$ cat config.mk
export PLATFORM = sky130hd
export DESIGN_NAME = ctrl_sequencer_flat
export DESIGN_NICKNAME = d
export VERILOG_FILES = /design/src/rtl/ctrl_sequencer_pkg.sv /design/src/rtl/ctrl_sequencer_if.sv /design/src/rtl/ctrl_sequencer_microword.sv /design/src/rtl/ctrl_sequencer.sv /design/src/flat_wrapper.sv
export SDC_FILE = /design/constraint.sdc
export NUM_CORES = 1
export LEC_CHECK = 0
export ABC_AREA = 1
export CAP_MARGIN = 5
export CORE_ASPECT_RATIO = 0.8
export CORE_MARGIN = 2
export CORE_UTILIZATION = 40
export CTS_CLUSTER_SIZE = 40
export DETAILED_ROUTE_END_ITERATION = 10
export PLACE_DENSITY = 0.79
export SLEW_MARGIN = 25
export SYNTH_ARGS = -nofsm -noshare
export SYNTH_HDL_FRONTEND = slang
export SYNTH_SLANG_ARGS = --single-unit
$ cat constraint.sdc
create_clock -name clk -period 1.8 [get_ports clk]
set_clock_uncertainty 0.15 [all_clocks]
set_input_delay 0.18 -clock clk [delete_from_list [all_inputs] [get_ports clk]]
set_output_delay 0.18 -clock clk [all_outputs]
set_load 0.05 [all_outputs]
$ cat src/rtl/ctrl_sequencer_pkg.sv
// Shared types for the control sequencer: state encoding, opcode/ALU constants, control word.
// Purely declarative; no latency.
// No flow control of its own.
package cpu_ctrl_pkg;

   typedef enum logic [2:0] {
      FETCH  = 3'd0,
      DECODE = 3'd1,
      EXEC   = 3'd2,
      EXEC2  = 3'd3,
      WB     = 3'd4,
      HALT   = 3'd5
   } state_t;

   localparam logic [3:0] OP_SYS  = 4'd0;
   localparam logic [3:0] OP_CALL = 4'd10;
   localparam logic [3:0] OP_RET  = 4'd11;

   localparam logic [2:0] SUB_HALT = 3'b000;
   localparam logic [2:0] SUB_NOP  = 3'b001;
   localparam logic [2:0] SUB_POP  = 3'b010;
   localparam logic [2:0] SUB_PUSH = 3'b011;
   localparam logic [2:0] SUB_ADDS = 3'b100;

   localparam logic [2:0] FN_ZERO = 3'd0;
   localparam logic [2:0] FN_DEC  = 3'd1;
   localparam logic [2:0] FN_ADD  = 3'd2;
   localparam logic [2:0] FN_NEG  = 3'd3;
   localparam logic [2:0] FN_OR   = 3'd4;
   localparam logic [2:0] FN_NOT  = 3'd5;
   localparam logic [2:0] FN_PASS = 3'd6;
   localparam logic [2:0] FN_INC  = 3'd7;

   typedef struct packed {
      logic       tlab;
      logic       tpcX;
      logic       tpc;
      logic       tRDM;
      logic       tregY;
      logic       treg;
      logic       RDM;
      logic       WRR;
      logic       ldsp;
      logic       spSel;
      logic       inc;
      logic       retCh;
      logic [2:0] fn;
      logic       pcEn;
   } ctrl_word_t;

   localparam ctrl_word_t CTRL_DEFAULT = '{
      tlab: 1'b0, tpcX: 1'b0, tpc: 1'b0, tRDM: 1'b0, tregY: 1'b0, treg: 1'b0,
      RDM: 1'b1, WRR: 1'b0, ldsp: 1'b0, spSel: 1'b0, inc: 1'b0, retCh: 1'b0,
      fn: FN_ZERO, pcEn: 1'b0};

   // Opcodes 12-15 and system subs 101-111 have no meaning.
   function automatic logic op_is_illegal(input logic [6:0] opc);
      return (opc[6:3] >= 4'd12) ||
             ((opc[6:3] == OP_SYS) && (opc[2:0] > SUB_ADDS));
   endfunction

   function automatic logic op_is_halt(input logic [6:0] opc);
      return (opc[6:3] == OP_SYS) && (opc[2:0] == SUB_HALT);
   endfunction

endpackage

$ cat src/rtl/ctrl_sequencer_if.sv
// Bundle between sequencer and datapath: opcode/run in, control strobes and status out.
// Wires only; no latency.
// No backpressure; the sequencer is paced by run.
interface ctrl_sequencer_if #(parameter int RETIRED_W = 16);
   logic                 run;
   logic [6:0]           IRController;
   logic                 tlab, tpcX, tpc, tRDM, tregY, treg;
   logic                 RDM, WRR, ldsp, spSel, inc, retCh;
   logic [2:0]           fn;
   logic                 pcEn;
   logic                 halted;
   logic                 illegal;
   logic [RETIRED_W-1:0] retired;
   logic [2:0]           state_dbg;

   modport master (
      input  run, IRController,
      output tlab, tpcX, tpc, tRDM, tregY, treg, RDM, WRR, ldsp, spSel, inc, retCh,
             fn, pcEn, halted, illegal, retired, state_dbg
   );

   modport slave (
      output run, IRController,
      input  tlab, tpcX, tpc, tRDM, tregY, treg, RDM, WRR, ldsp, spSel, inc, retCh,
             fn, pcEn, halted, illegal, retired, state_dbg
   );
endinterface

$ cat src/rtl/ctrl_sequencer_microword.sv
// Maps (state, latched opcode) to the datapath control word.
// Combinational, zero latency.
// No flow control; outputs are Moore in state/op_q.
module ctrl_microword
   import cpu_ctrl_pkg::*;
(
   input  state_t     state,
   input  logic [6:0] op_q,
   output ctrl_word_t cw
);

   logic [3:0] op;
   logic [2:0] sub;

   assign op  = op_q[6:3];
   assign sub = op_q[2:0];

   // Start from the idle word; only EXEC/EXEC2/WB of legal ops raise strobes, so fn is ZERO elsewhere.
   always_comb begin
      cw = CTRL_DEFAULT;
      unique case (state)
         EXEC: begin
            if (op == OP_SYS) begin
               case (sub)
                  SUB_POP:  begin cw.tRDM = 1'b1; cw.fn = FN_PASS; end
                  SUB_PUSH: begin cw.spSel = 1'b1; cw.treg = 1'b1; cw.RDM = 1'b0; end
                  SUB_ADDS: begin cw.tRDM = 1'b1; cw.tregY = 1'b1; cw.fn = FN_ADD; end
                  default:  ;
               endcase
            end else if (op <= 4'd9) begin
               cw.tlab = 1'b1; cw.fn = FN_PASS;
            end else if (op == OP_CALL) begin
               cw.tpc = 1'b1; cw.spSel = 1'b1; cw.RDM = 1'b0;
            end else if (op == OP_RET) begin
               cw.tRDM = 1'b1; cw.fn = FN_PASS; cw.retCh = 1'b1;
            end
         end
         EXEC2: begin
            if (op == OP_CALL) begin
               cw.ldsp = 1'b1; cw.tlab = 1'b1; cw.fn = FN_PASS;
            end
         end
         WB: begin
            cw.pcEn = 1'b1;
            if (op == OP_SYS) begin
               case (sub)
                  SUB_POP:  begin cw.fn = FN_PASS; cw.WRR = 1'b1; cw.ldsp = 1'b1; cw.inc = 1'b1; end
                  SUB_PUSH: cw.ldsp = 1'b1;
                  SUB_ADDS: begin cw.fn = FN_ADD; cw.WRR = 1'b1; end
                  default:  ;
               endcase
            end else if (op <= 4'd9) begin
               cw.fn = FN_PASS;
            end else if (op == OP_CALL) begin
               cw.tlab = 1'b1; cw.fn = FN_PASS;
            end else if (op == OP_RET) begin
               cw.fn = FN_PASS; cw.retCh = 1'b1; cw.ldsp = 1'b1; cw.inc = 1'b1;
            end
         end
         default: ;
      endcase
   end

endmodule

$ cat src/rtl/ctrl_sequencer.sv
// Instruction sequencer: FETCH/DECODE/EXEC(/EXEC2)/WB with sticky halt/illegal and retire count.
// 4 cycles per instruction, 5 for CALL; strobes are Moore outputs of the current state.
// run=0 stalls in FETCH; HALT is absorbing until rst.
module ctrl_sequencer
   import cpu_ctrl_pkg::*;
#(
   parameter int RETIRED_W = 16
)(
   input logic                 clk,
   input logic                 rst,
   ctrl_sequencer_if.master    bus
);

   state_t                state_q, state_nxt;
   logic [6:0]            op_q;
   logic                  halted_q, illegal_q;
   logic [RETIRED_W-1:0]  retired_q;
   ctrl_word_t            cw_raw, cw;

   ctrl_microword u_microword (
      .state (state_q),
      .op_q  (op_q),
      .cw    (cw_raw)
   );

   // Reset overrides strobes immediately so an interrupted write never lands.
   always_comb begin
      cw = rst ? CTRL_DEFAULT : cw_raw;
   end

   // Next-state: only EXEC branches on the opcode latched during DECODE.
   always_comb begin
      state_nxt = state_q;
      unique case (state_q)
         FETCH:  if (bus.run) state_nxt = DECODE;
         DECODE: state_nxt = EXEC;
         EXEC: begin
            if (op_is_halt(op_q) || op_is_illegal(op_q)) state_nxt = HALT;
            else if (op_q[6:3] == OP_CALL)               state_nxt = EXEC2;
            else                                          state_nxt = WB;
         end
         EXEC2:  state_nxt = WB;
         WB:     state_nxt = FETCH;
         HALT:   state_nxt = HALT;
         default: state_nxt = FETCH;
      endcase
   end

   // State, opcode latch, sticky flags and retire counter.
   always_ff @(posedge clk) begin
      if (rst) begin
         state_q   <= FETCH;
         op_q      <= '0;
         halted_q  <= 1'b0;
         illegal_q <= 1'b0;
         retired_q <= '0;
      end else begin
         state_q <= state_nxt;
         if (state_q == DECODE) op_q <= bus.IRController;
         if (state_q == EXEC && state_nxt == HALT) begin
            halted_q <= 1'b1;
            if (op_is_illegal(op_q)) illegal_q <= 1'b1;
         end
         if (cw.pcEn) retired_q <= retired_q + 1'b1;
      end
   end

   assign bus.tlab      = cw.tlab;
   assign bus.tpcX      = cw.tpcX;
   assign bus.tpc       = cw.tpc;
   assign bus.tRDM      = cw.tRDM;
   assign bus.tregY     = cw.tregY;
   assign bus.treg      = cw.treg;
   assign bus.RDM       = cw.RDM;
   assign bus.WRR       = cw.WRR;
   assign bus.ldsp      = cw.ldsp;
   assign bus.spSel     = cw.spSel;
   assign bus.inc       = cw.inc;
   assign bus.retCh     = cw.retCh;
   assign bus.fn        = cw.fn;
   assign bus.pcEn      = cw.pcEn;
   assign bus.halted    = halted_q;
   assign bus.illegal   = illegal_q;
   assign bus.retired   = retired_q;
   assign bus.state_dbg = state_q;

endmodule

$ cat src/flat_wrapper.sv
// flat-port wrapper written by rule: the top's interface ports become plain ports
module ctrl_sequencer_flat import cpu_ctrl_pkg::*;
#(
   parameter int RETIRED_W = 16
)
  (clk, rst, bus_run, bus_IRController, bus_tlab, bus_tpcX, bus_tpc, bus_tRDM, bus_tregY, bus_treg, bus_RDM, bus_WRR, bus_ldsp, bus_spSel, bus_inc, bus_retCh, bus_fn, bus_pcEn, bus_halted, bus_illegal, bus_retired, bus_state_dbg);
  ctrl_sequencer_if #(.RETIRED_W(RETIRED_W)) bus_i ();
  input logic clk;
  input logic rst;
  input wire logic [$bits(bus_i.run)-1:0] bus_run;
  input wire logic [$bits(bus_i.IRController)-1:0] bus_IRController;
  output wire logic [$bits(bus_i.tlab)-1:0] bus_tlab;
  output wire logic [$bits(bus_i.tpcX)-1:0] bus_tpcX;
  output wire logic [$bits(bus_i.tpc)-1:0] bus_tpc;
  output wire logic [$bits(bus_i.tRDM)-1:0] bus_tRDM;
  output wire logic [$bits(bus_i.tregY)-1:0] bus_tregY;
  output wire logic [$bits(bus_i.treg)-1:0] bus_treg;
  output wire logic [$bits(bus_i.RDM)-1:0] bus_RDM;
  output wire logic [$bits(bus_i.WRR)-1:0] bus_WRR;
  output wire logic [$bits(bus_i.ldsp)-1:0] bus_ldsp;
  output wire logic [$bits(bus_i.spSel)-1:0] bus_spSel;
  output wire logic [$bits(bus_i.inc)-1:0] bus_inc;
  output wire logic [$bits(bus_i.retCh)-1:0] bus_retCh;
  output wire logic [$bits(bus_i.fn)-1:0] bus_fn;
  output wire logic [$bits(bus_i.pcEn)-1:0] bus_pcEn;
  output wire logic [$bits(bus_i.halted)-1:0] bus_halted;
  output wire logic [$bits(bus_i.illegal)-1:0] bus_illegal;
  output wire logic [$bits(bus_i.retired)-1:0] bus_retired;
  output wire logic [$bits(bus_i.state_dbg)-1:0] bus_state_dbg;
  assign bus_i.run = bus_run;
  assign bus_i.IRController = bus_IRController;
  assign bus_tlab = bus_i.tlab;
  assign bus_tpcX = bus_i.tpcX;
  assign bus_tpc = bus_i.tpc;
  assign bus_tRDM = bus_i.tRDM;
  assign bus_tregY = bus_i.tregY;
  assign bus_treg = bus_i.treg;
  assign bus_RDM = bus_i.RDM;
  assign bus_WRR = bus_i.WRR;
  assign bus_ldsp = bus_i.ldsp;
  assign bus_spSel = bus_i.spSel;
  assign bus_inc = bus_i.inc;
  assign bus_retCh = bus_i.retCh;
  assign bus_fn = bus_i.fn;
  assign bus_pcEn = bus_i.pcEn;
  assign bus_halted = bus_i.halted;
  assign bus_illegal = bus_i.illegal;
  assign bus_retired = bus_i.retired;
  assign bus_state_dbg = bus_i.state_dbg;
  ctrl_sequencer #(.RETIRED_W(RETIRED_W)) u_core (.clk(clk), .rst(rst), .bus(bus_i));
endmodule
* Yosys cells after proc, flatten, opt, wreduce, memory -nomap -nowiden *
Cells that the tools add are included.

word-level totals
  bits in registers = 28
  input bits = 10
  logic and storage cells = 85

operators by class
  reduce and logical (&&, ||, !) cells = 11
  order comparisons = 3
  add/sub/neg operators = 1
  equal/unequal tests = 11
  mux-type cells = 54

operator list
  cell                                                              count
  1-bit 2-to-1 mux                                                  29
  3-bit 2-to-1 mux                                                  9
  16-bit by 1-bit adder with 16-bit output (second input constant)  1
  16-bit 2-to-1 mux                                                 1
  3-bit one-hot mux with 5 select lines                             1
  3-bit by 2-bit == test with 1-bit output (second input constant)  4
  3-bit == test (second input constant)                             4
  2-bit 2-to-1 mux                                                  5
  5-bit 2-to-1 mux                                                  2
  3-bit one-hot mux with 3 select lines                             1
  4-bit == test (second input constant)                             2
  4-bit 2-to-1 mux                                                  2
  3-bit logical NOT                                                 2
  3-bit one-hot mux with 2 select lines                             1
  4-bit greater-or-equal comparator (second input constant)         1
  4-bit <= comparator (second input constant)                       1
  4-bit logical NOT                                                 1
  1-bit one-hot mux with 2 select lines                             2
  2-bit OR reduction                                                2
  3-bit by 1-bit == test with 1-bit output (second input constant)  1
  3-bit > comparator (second input constant)                        1
  1-bit logical AND                                                 3
  1-bit one-hot mux with 3 select lines                             1
  1-bit logical OR                                                  2
  2-bit AND reduction                                               1

* Longest topological paths before layout *
  depth after elaboration = 9
  depth in mapped cells = 10

* Modules after synthesis *
Synthesis repeated with hierarchy kept, for this count alone.

unflattened totals
  cells, all modules = 279
  area total of the unflattened synthesis = 1796.7 µm²

modules (own cells, without submodules)
  module          instances  seq. area each (µm²)  cells an instance  area each (µm²)
  ctrl_sequencer  1          560.5                 214                1481.4
  ctrl_microword  1          0.0                   65                 315.3

* Worst setup path after synthesis *
OpenSTA, ideal clock, no wires.

  path kind = reg2out
  start = register u_core.state_q[1] (netlist: u_core.bus.state_dbg[1])
  end = output bus_spSel
  required time = 1.470 ns
  path buffers = 0
  stages on the path, launching flop included = 7
  arrival time = 2.763 ns
  slack = -1.293 ns
  cells stage by stage = dfxtp_1 nand3_1 nor2_1 inv_1 nor2_1 nor2_1 inv_1

between the ends
  word-level cells in the longest chain between the ends = 3

RTL lines
  element                                   line                            RTL
  start: declaration                        ctrl_sequencer.sv:14            state_t state_q, state_nxt;
  start signal: assignment                  ctrl_sequencer.sv:58            state_q <= state_nxt;
  3-bit by 2-bit == test with 1-bit output  ctrl_sequencer_microword.sv:21  unique case (state)
  1-bit 2-to-1 mux                          ctrl_sequencer_microword.sv:21
  16-bit 2-to-1 mux                         ctrl_sequencer.sv:28            cw = rst ? CTRL_DEFAULT : cw_raw;
  end: declaration                          flat_wrapper.sv:21              output wire logic [$bits(bus_i.spSel)-1:0] bus_spSel;

No other way between the ends.

* Worst setup path after layout *
  start = register u_core.state_q[2] (netlist: u_core.bus.state_dbg[2])
  end = output bus_ldsp

between the ends
  word-level cells in the longest chain between the ends = 3
  elaborated cells on any way between the ends = 4
  those cells by class = eq/ne (2); mux (2)

RTL lines
  element                                                                    line                            RTL
  3-bit == test or 3-bit by 2-bit == test with 1-bit output (tied branches)  ctrl_sequencer_microword.sv:21
  1-bit one-hot mux with 2 select lines *                                    ctrl_sequencer_microword.sv:21
  16-bit 2-to-1 mux *                                                        ctrl_sequencer.sv:28
  end: declaration                                                           flat_wrapper.sv:20              output wire logic [$bits(bus_i.ldsp)-1:0] bus_ldsp;

Mark *: on every way between the ends. The rest lies on a longest branch, timed or not.

==> metrics.csv <==
metric,value,unit
syn2layout_area_growth,74.23,%
cts.sink_count,28,
grt_max_degree,16,
die_area,4492,sq um
p_sw,0.0006266,W
regArea,580.6,sq um
worst_pin_slew,0.5229,ns
grt_use_total,21.77,%
clk_path_buf_depth,2,
grt_pass1_wl,7.548,mm
cts_buffers,3,
drt-pass1-iter-count,4,
clk_pin_slew,0.10,ns
drive_gt1_share,40.81,%
ff2ff_setup_slack,-0.09,ns
intPower,0.001092,W
fin_crit_sh,108.9,%
violations,setup timing,
power_frac_clock,23.4,%
yosys_register_bits,28,
p_seq_share,40.6,%
cp-end-kind,primary output,
ir_worst_vdd,0.4234,mV
ant_nets,0,
rsz0062_at_grt,yes,
max-cap-violations,0,
setup_viol,14,
critPathMaxStageDelay,0.38,ns
required,1.47,ns
critPathLaunch,u_core.bus.state_dbg[2]$_SDFF_PP0_,
layout_setup_ws,-0.1610,ns
synth_edf_count,0,
drcViolationCount,0,
layout_common_cells,"buf_4 (45), nand2_1 (38), inv_1 (33)",
yosysWarnings,0,
synthFlopType,dfxtp_1,
place_ws,-0.009355,ns
drt-initial-drc-count,144,
reg2reg_depth,11,
crit_slowest_cell,dfxtp_4,
synthCells,249,
coreArea,3804,sq um
clk_latency,0.28,ns
fmax,510.0,MHz
grt_pass1_vias,1648,
finalHoldViolations,0,
wl_per_cell,14.31,um
max_slew_margin,65.04,%
swShare,36.45,%
die_y,60.35,um
gr-total-overflow,0,
crit_type,reg2out,
layout_commonest_cell,buf_4,
routed_wl,5.382,mm
io_pins,47,
die_width,74.44,um
min-delay-start,u_core.bus.halted$_SDFFE_PP0P_,
endpoint,bus_ldsp,
reg2reg_from,u_core.bus.state_dbg[2]$_SDFF_PP0_,
multi_input_area,1111,sq um
viasPerCell,5.178,
path_cells,inv_6 -> nor3_4 -> buf_6 -> o21ai_2 -> nor2_1 -> o21a_1 -> buf_12,
cp_max_fo,5,
fillers,291,
hold_class,reg2reg,
cp_top_family,flip-flops,
dp.cells,355,
dp_hpwl,3.315,mm
syn_avg_cell_area,6.377,sq um
p_leak,1.148,nW
cp.depth,7,
power_frac_comb,36.0,%
gp_congestion,0.9129,
outcome,finished with violations,
synth_area,1588,sq um
rows,20,
portBuffers,44,
worst-path-buf-inv,3,
cts_tree,done,
fin_cells,376,
power_density,621.4,nW/um^2
htree_levels,1,
async_flop_share,0,%
arrival,1.63,ns
diodes,0,
synthDistinctLibCells,27,
cts_root_buf,clkbuf_8,
fin_nets,333,
vias,1947,
r2r_end,u_core.bus.retired[10]$_SDFFE_PP0P_,
initial_utilization,41.74,%
antenna_found_initial,0,
fin_crit,1.961,ns
slew_viol_final,0,
startpoint_type,register,
ys_seq_area_share,35.30,%
-- power groups by stage --
stage	logic (W)	clock network, W	registers [W]
after global routing	0.000653	0.000426	0.000703
after CTS	0.000523	0.000406	0.000694
after global placement	0.000442	0	0.000700
after detailed placement	0.000449	0	0.000703
after floorplan	0.000253	0	0.000738
final	0.000618	0.000403	0.000698
-- worst reg2reg max path, cell delays in order, from the launching register on --
cell and delay [ns]:
dfxtp_4 0.38, inv_6 0.05, nor3_4 0.24, buf_6 0.18
nand2_8 0.08, buf_6 0.15, nor2_8 0.13, nand2_4 0.06
nor2_4 0.13, nand2_2 0.08, o21ai_2 0.13, nor2_1 0.04
-- cell families after synthesis --
family	synth area share [%]
simple gates	32.63
compound gates	17.81
buf+inv	12.13
flops	35.30
xor+xnor	1.103
fa+ha+maj	0.7879
other cells	0.2362
-- routing by layer --
| metal | part of all wire [%] | global-route usage (%) |
|---|---|---|
| met5 | 0 | 0 |
| met4 | 2.7 | 6.122 |
| met3 | 6.7 | 4.485 |
| met2 | 50 | 35.40 |
| met1 | 40 | 29.68 |
-- cells in the mapped netlist (2+ instances only) --
| library cell | count | area share, % |
|---|---|---|
| nand2_1 | 43 | 10 |
| inv_1 | 41 | 9.7 |
| nor2_1 | 35 | 8.3 |
| a21oi_1 | 28 | 8.8 |
| dfxtp_1 | 28 | 35 |
| o21ai_0 | 22 | 6.9 |
| nand3_1 | 14 | 4.4 |
| nor3_1 | 10 | 3.2 |
| clkbuf_1 | 3 | 0.71 |
| nand4_1 | 3 | 1.2 |
| o21a_1 | 3 | 1.4 |
| buf_4 | 2 | 0.95 |
| o21ai_1 | 2 | 0.63 |
| xor2_1 | 2 | 1.1 |
-- cell type report --
type                            count  area share, %
Clock buffer                        4          1.990
Tap cell                           55          2.488
Multi-Input combinational cell    173          40.16
Timing Repair Buffer               74          28.04
Sequential cell                    28          20.99
Inverter                           42          6.332
-- what timing repair did --
action	in CTS	in global routing
setup buffers	6	11
endpoints found under the setup margin	13	21
gates resized for setup	28	42
pin swaps	14	22
hold buffers	0	0
-- metrics by stage --
stage / setup TNS (ns) / utilization, % / power [W] / area (sq um) / hold slack, ns
3_3_place_gp: 0 / 61.94 / 0.001142 / 2356 / 0.2889
3_5_place_dp: -0.009355 / 61.94 / 0.001153 / 2356 / 0.2914
6_report: -1.349 / 72.73 / 0.001719 / 2766 / 0.3074
2_1_floorplan: -0.2812 / - / 0.0009903 / 1697 / 0.2220
4_1_cts: -0.8949 / 67.07 / 0.001623 / 2551 / 0.3064
5_1_grt: -2.699 / 72.73 / 0.001782 / 2766 / 0.3507
-- worst min path at each step --
| stage | to | slack [ns] | cells after the start |
|---|---|---|---|
| global placement | u_core.bus.illegal$_SDFFE_PP0P_ | 0.29 | 2 |
| CTS | u_core.bus.halted$_SDFFE_PP0P_ | 0.31 | 2 |
| floorplan | u_core.op_q[4]$_SDFFE_PP0P_ | 0.22 | 2 |
| global route | u_core.bus.halted$_SDFFE_PP0P_ | 0.35 | 2 |
| finish | u_core.bus.halted$_SDFFE_PP0P_ | 0.31 | 2 |
| detailed placement | u_core.bus.halted$_SDFFE_PP0P_ | 0.29 | 2 |
-- flip-flops by register name (all words and copies together), names as in the netlist --
name / cells
u_core.bus.halted: 1
u_core.op_q: 7
u_core.bus.state_dbg: 3
u_core.bus.retired: 16
u_core.bus.illegal: 1
Note: power is estimated with default switching activity, not from simulation.
